--- config.mk ---
export PLATFORM = sky130hd
export DESIGN_NAME = ram_copy_engine
export DESIGN_NICKNAME = d
export VERILOG_FILES = /design/src/rtl/ram_copy_engine.sv
export SDC_FILE = /design/constraint.sdc
export NUM_CORES = 1
export LEC_CHECK = 0
export CAP_MARGIN = 10
export CORE_AREA = 2 2 108 110
export DETAILED_ROUTE_END_ITERATION = 16
export DIE_AREA = 0 0 110 112
export MAX_ROUTING_LAYER = met4
export PLACE_DENSITY = 0.78
export RECOVER_POWER = 100
export SETUP_SLACK_MARGIN = 0.3
export SYNTH_ARGS = -nofsm -noshare
export SYNTH_HDL_FRONTEND = slang
export SYNTH_SLANG_ARGS = --single-unit
--- constraint.sdc ---
create_clock -name clk -period 6.1 [get_ports clk]
set_input_delay 0.61 -clock clk [delete_from_list [all_inputs] [get_ports clk]]
set_output_delay 0.61 -clock clk [all_outputs]
set_load 0.02 [all_outputs]
--- src/rtl/ram_copy_engine.sv ---
// ram_copy_engine: word-by-word memory-to-memory copy master for a single-port RAM.
// Define RAM_COPY_CHECKSUM_EN to add a checksum output (sum of every word written).
module ram_copy_engine #(
    parameter int ADDR_W = 16,
    parameter int DATA_W = 32
) (
    input  logic              clk,
    input  logic              reset_n,
    input  logic              start,
    input  logic [ADDR_W-1:0] src_addr,
    input  logic [ADDR_W-1:0] dst_addr,
    input  logic [ADDR_W-1:0] length,
    output logic              busy,
    output logic              done,
    output logic [ADDR_W-1:0] words_copied,
    output logic [ADDR_W-1:0] ram_address,
    output logic              ram_is_write,
    output logic [DATA_W-1:0] ram_wdata,
    input  logic [DATA_W-1:0] ram_rdata
`ifdef RAM_COPY_CHECKSUM_EN
   ,output logic [DATA_W-1:0] checksum
`endif
);
    typedef enum logic [1:0] {IDLE, READ, WRITE, DONE} state_t;
    state_t            state;
    logic [ADDR_W-1:0] src_ptr, dst_ptr, remaining;
    logic [DATA_W-1:0] data_q;
    // Outputs are pure decodes of registered state, so reset clears them asynchronously
    assign busy         = (state == READ) || (state == WRITE);
    assign done         = state == DONE;
    assign ram_is_write = state == WRITE;
    assign ram_address  = state == READ ? src_ptr : state == WRITE ? dst_ptr : '0;
    assign ram_wdata    = data_q;
    always_ff @(posedge clk or negedge reset_n) begin
        if (!reset_n) begin
            state        <= IDLE;
            src_ptr      <= '0;
            dst_ptr      <= '0;
            remaining    <= '0;
            data_q       <= '0;
            words_copied <= '0;
`ifdef RAM_COPY_CHECKSUM_EN
            checksum     <= '0;
`endif
        end else begin
            case (state)
                IDLE: if (start) begin
                    src_ptr      <= src_addr;
                    dst_ptr      <= dst_addr;
                    remaining    <= length;
                    words_copied <= '0;
`ifdef RAM_COPY_CHECKSUM_EN
                    checksum     <= '0;
`endif
                    state        <= length != '0 ? READ : DONE;
                end
                READ: begin
                    data_q <= ram_rdata;
                    state  <= WRITE;
                end
                WRITE: begin
                    src_ptr      <= src_ptr + ADDR_W'(1);
                    dst_ptr      <= dst_ptr + ADDR_W'(1);
                    remaining    <= remaining - ADDR_W'(1);
                    words_copied <= words_copied + ADDR_W'(1);
`ifdef RAM_COPY_CHECKSUM_EN
                    checksum     <= checksum + data_q;
`endif
                    state        <= remaining == ADDR_W'(1) ? DONE : READ;
                end
                DONE: state <= IDLE;
                default: state <= IDLE;
            endcase
        end
    end
endmodule

## Word-level counts from Yosys, hierarchy flattened

Cells that the tools add are included.

- Register bits: 98
- Output and inout bits: 67
- Logic and storage cells: 34

- Add/subtract/negate cells: 4
- Eq/ne operators: 5
- Mux-type cells: 14
- Reduce and logical (&&, ||, !) cells: 5

Operator list:

| kind | number |
|---|---|
| $pmux W16 S2 | 4 |
| $mux W16 | 6 |
| $add A16 B1 Y16 const B | 3 |
| $eq A16 B1 Y1 const B | 1 |
| $reduce_bool A16 Y1 | 1 |
| $sub A16 B1 Y16 const B | 1 |
| $pmux W2 S4 | 1 |
| $mux W2 | 3 |
| $eq A2 B2 Y1 const B | 2 |
| $eq A2 B1 Y1 const B | 1 |
| $logic_not A2 Y1 | 1 |
| $ne A2 B2 Y1 const B | 1 |
| $reduce_and A2 Y1 | 1 |
| $reduce_bool A2 Y1 | 1 |
| $logic_or A1 B1 Y1 | 1 |

## Logic depth before layout (Yosys ltp)

- Depth after elaboration: 4
- Gate-level depth with buffers: 9

## Least setup slack after synthesis

No wires, ideal clock.

- Path type: reg2out
- From: register state[0]
- To: output port ram_address[14]
- Data arrival time: 2.068 ns
- Setup slack: 3.422 ns
- Required time: 5.490 ns
- Cell stages (with the launch flop): 8
- Cells stage by stage: dfrtp_1 > inv_1 > ha_1 > buf_2 > clkbuf_1 > clkbuf_1 > nand2_1 > o21ai_0

- Cells in the longest elaborated chain, start to end: 3
- Elaborated cells on any way between the ends: 4

Ends and longest elaborated chain:

| what | line | RTL |
|---|---|---|
| start: declaration | 25 | `state_t state;` |
| start signal: assignment | 55 | `state <= length != '0 ? READ : DONE;` |
| start signal: assignment | 69 | `state <= remaining == ADDR_W'(1) ? DONE : READ;` |
| $eq A2 B2 Y1 | n/a |  |
| named net ram_is_write | 17 | `output logic ram_is_write,` |
| $mux W16 (2 in a row) | 32 | `assign ram_address = state == READ ? src_ptr : state == WRITE ? dst_ptr : '0;` |
| end: declaration | 16 | `output logic [ADDR_W-1:0] ram_address,` |

The timed path passes the listed nets, and every way through them passes these cells.

## Worst setup path after layout

- From: register state[0]
- To: output port ram_address[11]

- Cells in the longest elaborated chain, start to end: 3
- Elaborated cells on any way between the ends: 4

Ends and longest elaborated chain:

| what | line |
|---|---|
| $eq A2 B2 Y1 | 32 |
| $mux W16 | 32 |
| $mux W16 * | 32 |

Every way passes the cells marked *; elsewhere a longest branch is shown, timed or not.

==> flow_summary_export.csv <==
group,metric,value,unit
floorplan,die_x,110,um
timing,min_period,4710,ps
floorplan,dieArea,12300,sq um
cts,root_buffer,"clkbuf_16",
floorplan,core_area,11200,sq um
floorplan,start_util,49.3,%
cts,h-tree-depth,3,
setup_path,max_stage_delay,1260,ps
timing,relSlewSlack,-15.3,%
timing,finalWorstSetupSlack,1390,ps
placed_design,dp_hpwl,10800,um
cts,clkSinkCount,98,
setup_path,startpoint_type,"flop",
run_status,violations,"max-capacitance violations, max-slew violations",
routing,routed-via-count,5262,
synthesis,syn-num-nets,688,
placed_design,io_buffer_count,149,
routing,drt-initial-drc-count,540,
cts,cts_tree,"yes",
worst_hold_path,whs_path_depth,1,
timing,setup_violations,0,
power_and_ir_drop,p_leak,2.92,nW
setup_path,critical_path_depth,5,
grt,track_usage,27.1,%
synthesis,yosys_most_used_dff,"dfrtp_1",
power_and_ir_drop,irDropWorstVdd,0.000297,V
timing,finalMaxSlewViolations,181,
cts,clk-insertion-delay-late,350,ps
placed_design,dp_slack,2430,ps
setup_path,cp-end-kind,"primary output",
setup_path,r2r_start,"state[0]",
worst_hold_path,hp-class,"flop to flop",
setup_path,slowest_stage,"ha_1",
grt,grt_max_degree,70,
finish,layout-drive-gt1-share,8.21,%
finish,layout_common_cells,"dfrtp_1 (98), clkdlybuf4s50_1 (82), nand2_1 (66), dlygate4sd3_1 (66), o21ai_0 (40)",
timing,rsz0062_at_grt,"no",
setup_path,path_buf_inv,3,
run_status,status,"complete, but fails checks",
setup_path,path_delay_family,"buffers and inverters",
synthesis,ys_warn_count,0,
placed_design,gp_congestion,0.911,
setup_path,required,5490,ps
setup_path,critPathMaxFanout,46,
routing,routed_wirelength,15600,um
floorplan,ioPinCount,150,
synthesis,async_reset_ff_share,100,%
grt,grt_pass1_wl,25600,um
timing,holdWs,501,ps
grt,grt_pass1_vias,5155,
synthesis,ys_types,57,
synthesis,synth_edf_count,0,
finish,stdcell_area,7320,sq um
finish,fillerInstances,904,
cts,clockBufferDepth,2,
cts,cts_setup_buffers,0,
floorplan,rows,39,
setup_path,worstPathCellList,"inv_1, ha_1, inv_1, o31ai_1, dlygate4sd3_1",
finish,antenna_cells,0,
finish,area_growth,32.9,%
power_and_ir_drop,powerDensity,535,nW/um^2
finish,final_common_cell,"dfrtp_1",
job,max_cap_viol_count,4,
timing,finClkSkew,8.09,ps
setup_path,ff2ff_setup_slack,1600,ps
timing,timing.fmax,212,MHz
routing,first_pass_iters,5,
routing,wl_per_cell,18.1,um
synthesis,synth.cell_area,5510,sq um
timing,worst_pin_slew,1730,ps
setup_path,cp_common_cell,"inv_1",
setup_path,reg2reg_to,"remaining[11]",
cts,cts_buffers,9,
timing,finalHoldViolations,0,
worst_hold_path,whs_endpoint,"ram_wdata[24]",
finish,fin_nets,806,
setup_path,path_class,"flop to primary output",
setup_path,arrival,4100,ps
setup_path,reg2reg_depth,6,
synthesis,synth_seq_area_share,44.5,%
grt,antenna_found_initial,0,
timing,period_share,77.2,%
routing,ant_nets,0,
routing,via_per_inst,6.10,
cts,cts-hold-fix-buffers,0,
floorplan,die_h,112,um
synthesis,avgSynthCellArea,9.24,sq um
grt,gr-total-overflow,0,
synthesis,synth-seq-cells,98,
cts,path_clk_slew,70,ps
timing,finalSetupTns,0,ps
placed_design,place_area,7030,sq um
cts,cts_resized,0,
worst_hold_path,hp-start,"ram_wdata[24]",
routing,drc_errors,0,
synthesis,syn_inst,596,
==> synthesized netlist by cell type, drive strengths merged (6+ instances only) <==
library cell	number	area, sq um
or4	8	60.1
xnor2	7	61.3
inv	11	41.3
ha	9	113
nor3	16	80.1
and3	7	43.8
buf	14	65.1
o21ai	40	200
nand2b	6	37.5
nor2	28	105
or3	8	50.1
dfrtp	98	2450
mux2i	17	170
nand3	29	145
mux2	34	383
o22a	13	114
nand2	66	248
clkbuf	33	125
a21oi	39	199
nand4	12	81.3
nor4	16	100
o22ai	38	238
==> kinds of logic after synthesis <==
logic type	synth area share (%)
AND/OR/NAND/NOR	19.3
AO/OA/AOI/OAI	18.3
flip-flops	44.5
buffers and inverters	4.20
multiplexers	10.0
XOR/XNOR	1.59
adder cells (fa/ha/maj)	2.04
==> worst max path at each step <==
| stage | start | end |
|---|---|---|
| floorplan | state[0] | ram_address[14] |
| global route | state[0] | ram_address[11] |
| finish | state[0] | ram_address[11] |
| detailed placement | state[0] | dst_ptr[15] |
| global placement | state[0] | dst_ptr[15] |
| CTS | state[1] | src_ptr[13] |
==> per-layer routing <==
layer / track usage [%] / part of all wire, % / vias up
met5: - / 0 / -
met4: 7.51 / 1.6 / 0
met3: 6.38 / 8.1 / 27
met2: 42.0 / 49 / 232
met1: 35.6 / 42 / 2552
li1: - / - / 2451
==> metrics by stage <==
stage | power [mW] | instances | utilization (%)
6_report | 3.92 | 862 | 65.5
5_1_grt | 4.21 | 862 | 65.5
4_1_cts | 4.01 | 862 | 65.7
3_5_place_dp | 3.40 | 846 | 62.9
3_3_place_gp | 3.32 | 846 | 62.9
2_1_floorplan | 2.62 | 596 | -
==> state kept, by name, summed over array words and instances, names as in the netlist <==
register and count:
src_ptr 16, words_copied 16, dst_ptr 16, ram_wdata 32, state 2, remaining 16
==> final cells by class <==
cell class,count,area (sq um),share of cell area [%]
multi-input cells,440,2830,38.6
well taps,143,179,2.44
repair buffers,154,1510,20.7
clock inverters,6,71.3,0.974
inverters,11,41.3,0.564
flip-flops and latches,98,2450,33.5
clock buffers,10,239,3.26
==> report_power, final <==
part | leakage, nW | switching (mW) | internal, mW
clock | 0.151 | 0.264 | 0.335
sequential | 1.17 | 0.308 | 0.941
combinational | 1.60 | 1.19 | 0.887
==> worst register-to-register path: cells and delay by family, from the launching register on <==
family / cells / cell delay [ps]
flip-flops: 1 / 410
AO/OA/AOI/OAI: 2 / 440
AND/OR/NAND/NOR: 1 / 860
multiplexers: 1 / 1230
buffers and inverters: 1 / 110
adder cells (fa/ha/maj): 1 / 1260
Power figures use the tool's default switching activity.
